$ cat src/rtl/neo_c43_bd3_fd2_pkg.sv
// neo_c43_bd3_fd2_pkg: shared counter width and terminal-count constant
package neo_c43_bd3_fd2_pkg;
  localparam int CNT_W_DEF = 4;
  localparam logic [CNT_W_DEF-1:0] CNT_ONES = '1;
endpackage

$ cat src/rtl/neo_c43_bd3_fd2_if.sv
// neo_c43_bd3_fd2_if: data bundle for the counter, buffer and flop cells
interface neo_c43_bd3_fd2_if #(parameter int CNT_W = 4);
  logic [CNT_W-1:0] C_D;
  logic C_NLOAD;
  logic C_EN;
  logic C_CI;
  logic [CNT_W-1:0] C_Q;
  logic C_CO;
  logic B_IN;
  logic B_OUT;
  logic F_D;
  logic F_Q;
  logic F_NQ;
  modport master (output C_D, C_NLOAD, C_EN, C_CI, B_IN, F_D, input C_Q, C_CO, B_OUT, F_Q, F_NQ);
  modport slave (input C_D, C_NLOAD, C_EN, C_CI, B_IN, F_D, output C_Q, C_CO, B_OUT, F_Q, F_NQ);
endinterface

$ cat src/rtl/neo_c43_counter.sv
// neo_c43_counter: C43 loadable up-counter with ENP/ENT enables and carry-out
module neo_c43_counter #(
  parameter int W = 4,
  parameter logic [W-1:0] RST_VAL = '0
) (
  input  logic clk,
  input  logic rst,
  input  logic [W-1:0] d,
  input  logic nload,
  input  logic en,
  input  logic ci,
  output logic [W-1:0] q,
  output logic co
);
  // load beats count; counting needs both ENP and ENT
  always_ff @(posedge clk or posedge rst)
    if (rst) q <= RST_VAL;
    else q <= !nload ? d : (en && ci) ? q + 1'b1 : q;
  // carry depends only on ENT and the terminal count, so cells chain cleanly
  assign co = ci && (q == {W{1'b1}});
endmodule

$ cat src/rtl/neo_c43_bd3_fd2.sv
// neo_c43_bd3_fd2: C43 counter, BD3 buffer and FD2 flop on one clock
module neo_c43_bd3_fd2
  import neo_c43_bd3_fd2_pkg::*;
#(
  parameter int CNT_W = CNT_W_DEF,
  parameter logic [CNT_W-1:0] CNT_RST = '0
) (
  input logic CLK,
  input logic RESET,
  neo_c43_bd3_fd2_if.slave bus
);
  logic f_q;
  neo_c43_counter #(.W(CNT_W), .RST_VAL(CNT_RST)) u_cnt (
    .clk(CLK),
    .rst(RESET),
    .d(bus.C_D),
    .nload(bus.C_NLOAD),
    .en(bus.C_EN),
    .ci(bus.C_CI),
    .q(bus.C_Q),
    .co(bus.C_CO)
  );
  assign bus.B_OUT = bus.B_IN;
  // FD2 flop; the complement is derived so it tracks through reset
  always_ff @(posedge CLK or posedge RESET)
    if (RESET) f_q <= 1'b0;
    else f_q <= bus.F_D;
  assign bus.F_Q = f_q;
  assign bus.F_NQ = ~f_q;
endmodule

$ cat src/flat_wrapper.sv
// flat-port wrapper written by rule: the top's interface ports become plain ports
module neo_c43_bd3_fd2_flat import neo_c43_bd3_fd2_pkg::*;
#(
  parameter int CNT_W = CNT_W_DEF,
  parameter logic [CNT_W-1:0] CNT_RST = '0
)
  (CLK, RESET, bus_C_D, bus_C_NLOAD, bus_C_EN, bus_C_CI, bus_B_IN, bus_F_D, bus_C_Q, bus_C_CO, bus_B_OUT, bus_F_Q, bus_F_NQ);
  neo_c43_bd3_fd2_if #(.CNT_W(CNT_W)) bus_i ();
  input logic CLK;
  input logic RESET;
  input wire logic [$bits(bus_i.C_D)-1:0] bus_C_D;
  input wire logic [$bits(bus_i.C_NLOAD)-1:0] bus_C_NLOAD;
  input wire logic [$bits(bus_i.C_EN)-1:0] bus_C_EN;
  input wire logic [$bits(bus_i.C_CI)-1:0] bus_C_CI;
  input wire logic [$bits(bus_i.B_IN)-1:0] bus_B_IN;
  input wire logic [$bits(bus_i.F_D)-1:0] bus_F_D;
  output wire logic [$bits(bus_i.C_Q)-1:0] bus_C_Q;
  output wire logic [$bits(bus_i.C_CO)-1:0] bus_C_CO;
  output wire logic [$bits(bus_i.B_OUT)-1:0] bus_B_OUT;
  output wire logic [$bits(bus_i.F_Q)-1:0] bus_F_Q;
  output wire logic [$bits(bus_i.F_NQ)-1:0] bus_F_NQ;
  assign bus_i.C_D = bus_C_D;
  assign bus_i.C_NLOAD = bus_C_NLOAD;
  assign bus_i.C_EN = bus_C_EN;
  assign bus_i.C_CI = bus_C_CI;
  assign bus_i.B_IN = bus_B_IN;
  assign bus_i.F_D = bus_F_D;
  assign bus_C_Q = bus_i.C_Q;
  assign bus_C_CO = bus_i.C_CO;
  assign bus_B_OUT = bus_i.B_OUT;
  assign bus_F_Q = bus_i.F_Q;
  assign bus_F_NQ = bus_i.F_NQ;
  neo_c43_bd3_fd2 #(.CNT_W(CNT_W), .CNT_RST(CNT_RST)) u_core (.CLK(CLK), .RESET(RESET), .bus(bus_i));
endmodule
$ cat config.mk
export PLATFORM = sky130hd
export DESIGN_NAME = neo_c43_bd3_fd2_flat
export DESIGN_NICKNAME = d
export VERILOG_FILES = /design/src/rtl/neo_c43_bd3_fd2_pkg.sv /design/src/rtl/neo_c43_bd3_fd2_if.sv /design/src/rtl/neo_c43_counter.sv /design/src/rtl/neo_c43_bd3_fd2.sv /design/src/flat_wrapper.sv
export SDC_FILE = /design/constraint.sdc
export NUM_CORES = 1
export LEC_CHECK = 0
export BUFFER_PORTS_ARGS = -buffer_cell sky130_fd_sc_hd__buf_2
export CAP_MARGIN = 15
export CORE_AREA = 3 3 40 42
export DETAILED_ROUTE_END_ITERATION = 8
export DIE_AREA = 0 0 43 45
export PLACE_DENSITY = 0.43
export SLEW_MARGIN = 20
export SYNTH_ARGS = -nofsm -noshare
export SYNTH_HDL_FRONTEND = slang
export SYNTH_HIERARCHICAL = 1
export SYNTH_SLANG_ARGS = --single-unit
$ cat constraint.sdc
create_clock -name CLK -period 1.5 [get_ports CLK]
set_clock_uncertainty 0.2 [all_clocks]
set_input_delay 0.15 -clock CLK [delete_from_list [all_inputs] [get_ports CLK]]
set_output_delay 0.15 -clock CLK [all_outputs]
set_load 0.005 [all_outputs]
==> flow_summary_export.csv <==
group,metric,value,unit
synthesis,synth_area_leader_cell,"sky130_fd_sc_hd__dfrtp_1",
pwr,worst_vdd_drop,0.472,mV
clock_network,clock_path_buffers,2,
sta,rsz0062_at_grt,"no",
route,drtIter0Drc,7,
global_routing,grt_antenna_before_repair,0,
sta,timing.final.crit_period,1450,ps
finish,num_antenna_cells,0,
place,placedInstanceArea,349,um^2
synthesis,post_synth.cell_area_avg,9.34,um^2
place,dpl.hpwl,509,um
synthesis,synth_nets,40,
route,detailed_route_wire_length,725,um
clock_network,clock-root-buffer,"sky130_fd_sc_hd__clkbuf_4",
pwr,power_per_cell_area,909,nW/um^2
finish,layout-drive-gt1-share,45.5,%
critical_path,critical_path.top_delay_family,"flip-flops",
finish,finalCoreUtilization,36.2,%
clock_network,clk_pin_slew,50,ps
sta,timing.fmax,691,MHz
route,drc,0,
global_routing,grt_start_max_net_pins,9,
synthesis,synth-edff-count,0,
synthesis,netlist-cell-type-count,15,
sta,setup_viol,0,
critical_path,cp_num_buf_inv,1,
critical_path,reg2reg_slack,170,ps
finish,syn_to_final_growth,78.0,%
synthesis,syn-cell-area,262,um^2
sta,timing.max_slew.rel_slack,88.8,%
global_routing,grt_pass1_wl,1.10,mm
clock_network,tritoncts_clock_tree,"yes",
synthesis,ys_top_cells_by_count,"sky130_fd_sc_hd__dfrtp_1 (5), sky130_fd_sc_hd__nor2_1 (4), sky130_fd_sc_hd__a21oi_1 (3), sky130_fd_sc_hd__inv_1 (3)",
critical_path,timing_worst_setup_path_type,"flop to output port",
floorplan,design.core.area,1280,um^2
sta,final_min_period_over_clock_period,96.5,%
floorplan,die_x,43,um
critical_path,critPathArrivalTime,1100,ps
route,antenna_violating_nets_post_route,0,
floorplan,io-pin-count,19,
synthesis,synth.top_cell.area_share,47.8,%
place,place.detailed.instances,57,
critical_path,cp_num_cells,3,
synthesis,async_flop_share,100,%
finish,filler_cell_count,139,
floorplan,placementRows,13,
route,drt-wirelength-per-cell,10.4,um
hold_path,hold_path_class,"input port to async pin",
synthesis,yosys-top-cells-area,"sky130_fd_sc_hd__dfrtp_1 (48%), sky130_fd_sc_hd__xor2_1 (6.7%), sky130_fd_sc_hd__a21oi_1 (5.7%)",
place,place_congestion,0.627,
sta,slew_viol_final,0,
floorplan,die_height,45,um
finish,fin_area,465,um^2
pwr,p_leak,0.237,nW
sta,hold_violations,0,
clock_network,clock_sinks,5,
critical_path,timing.critical_path.to_type,"output port",
global_routing,grt.overflow.total,0,
synthesis,synth.most_common_cell,"sky130_fd_sc_hd__dfrtp_1",
finish,final-instance-count-excl-fill,70,
critical_path,worstRegToRegCells,4,
clock_network,cts_inserted_buffers,3,
synthesis,yosysWarnings,6,
critical_path,cp-start-kind,"flop",
route,avgViaCountPerCell,4.01,
route,drt-pass1-iter-count,4,
floorplan,floorplan.initialDensity,20.4,%
sta,fin_tns_setup,0,ps
sta,timing_worst_slew_pin_value,168,ps
synthesis,synth.ff_latch_count,5,
synthesis,ys_dominant_reg_cell,"sky130_fd_sc_hd__dfrtp_1",
critical_path,worst_ep_required_time,1150,ps
route,num_vias,281,
critical_path,crit_path_top_delay_cell,"sky130_fd_sc_hd__dfrtp_1",
global_routing,grt_pass1_vias,278,
finish,layout.nets,68,
synthesis,syn_inst,28,
critical_path,crit_chain,"ha_2, and4_4, buf_2",
synthesis,seq_area_frac_synth,47.8,%
global_routing,gr-usage-all-layers,8.12,%
clock_network,insertion_delay,250,ps
run,max_cap_viol_count,0,
status,outcome,"completed",
critical_path,critical_path.reg2reg.startpoint,"u_core/u_cnt/q[1]$_DFFE_PP0P_",
floorplan,design.die.area,1940,um^2
clock_network,ctsHtreeMaxLevel,1,
critical_path,r2r-end,"u_core/u_cnt/q[3]$_DFFE_PP0P_",
critical_path,cp_slowest_stage_delay,380,ps
critical_path,path_max_fanout,2,
place,port-buffer-count,16,
area by class of cell:
| type | instances | area, um^2 | area share, % |
|---|---|---|---|
| Timing Repair Buffer | 25 | 165 | 35.5 |
| Sequential cell | 5 | 125 | 26.9 |
| Multi-Input combinational cell | 18 | 118 | 25.3 |
| Clock buffer | 3 | 22.5 | 4.84 |
| Tap cell | 15 | 18.8 | 4.03 |
| Inverter | 3 | 11.3 | 2.42 |
| Clock inverter | 1 | 5.00 | 1.08 |
report_power, final:
group / internal (mW) / switching, mW
Clock: 0.0969 / 0.0635
Combinational: 0.0597 / 0.0427
Sequential: 0.149 / 0.0110
logic make-up after synthesis:
family	share of synthesized area, %
muxes	3.83
buffers and inverters	8.61
adders and majority gates	4.78
AOI/OAI and AO/OA	10.0
and+or+nand+nor	18.2
xor gates and xnor gates	6.70
DFF	47.8
worst max path at each step:
stage	slack (ps)	to	startpoint
after floorplan	270	u_core/u_cnt/q[2]$_DFFE_PP0P_	u_core/u_cnt/q[0]$_DFFE_PP0P_
after global placement	210	u_core/u_cnt/q[3]$_DFFE_PP0P_	u_core/u_cnt/q[2]$_DFFE_PP0P_
after detailed placement	200	bus_C_CO	u_core/u_cnt/q[0]$_DFFE_PP0P_
after CTS	3	bus_C_CO	u_core/u_cnt/q[1]$_DFFE_PP0P_
after global routing	10	bus_C_CO	u_core/u_cnt/q[1]$_DFFE_PP0P_
final	50	bus_C_CO	u_core/u_cnt/q[0]$_DFFE_PP0P_
sequential cells by signal, summed over array words and instances (netlist names):
| name | cells |
|---|---|
| u_core/u_cnt/q | 4 |
| u_core/bus.F_Q | 1 |
routing by layer:
layer  track usage [%]  vias to the layer above  routed length (um)
li1                  -                      146                   -
met1              8.07                      122                 282
met2              12.3                       13                 370
met3              3.19                        0                  73
met4              9.04                        0                   0
met5                 0                        -                   0
placed cells by master, fill, tap and decap left out:
| cell type | instances |
|---|---|
| sky130_fd_sc_hd__a21oi_1 | 3 |
| sky130_fd_sc_hd__a31oi_1 | 1 |
| sky130_fd_sc_hd__and4_4 | 1 |
| sky130_fd_sc_hd__buf_2 | 16 |
| sky130_fd_sc_hd__buf_4 | 2 |
| sky130_fd_sc_hd__clkbuf_4 | 3 |
| sky130_fd_sc_hd__clkinv_2 | 1 |
| sky130_fd_sc_hd__dfrtp_1 | 5 |
| sky130_fd_sc_hd__dlygate4sd3_1 | 7 |
| sky130_fd_sc_hd__ha_2 | 1 |
| sky130_fd_sc_hd__inv_1 | 3 |
| sky130_fd_sc_hd__mux2i_1 | 1 |
| sky130_fd_sc_hd__nand2_2 | 1 |
| sky130_fd_sc_hd__nand3_1 | 2 |
| sky130_fd_sc_hd__nor2_1 | 4 |
| sky130_fd_sc_hd__o21ai_0 | 1 |
| sky130_fd_sc_hd__or3_1 | 1 |
| sky130_fd_sc_hd__xor2_1 | 2 |
per-stage QoR:
stage	worst slack (ps)	total power, mW	hold slack, ps
after CTS	2.85	0.431	70.7
after global placement	208	0.240	-205
final	52.5	0.423	100
after floorplan	274	0.203	-321
after detailed placement	202	0.239	-203
after global routing	14.9	0.455	100
worst register-to-register path, delay by kind of cell, from the launching register on:
kind / cells / cell delay (ps)
simple gates: 2 / 400
flops: 1 / 350
compound gates: 1 / 180
buf+inv: 1 / 120
timing repair:
| item | CTS | global route |
|---|---|---|
| endpoints found under the hold margin | 10 | 0 |
| hold buffers | 7 | 0 |
| resized for setup | 1 | 1 |
| gates cloned | 0 | 0 |
| endpoints found under the setup margin | 1 | 1 |
| buffers inserted | 2 | 0 |
No activity file was read; power rests on OpenSTA's default activity.
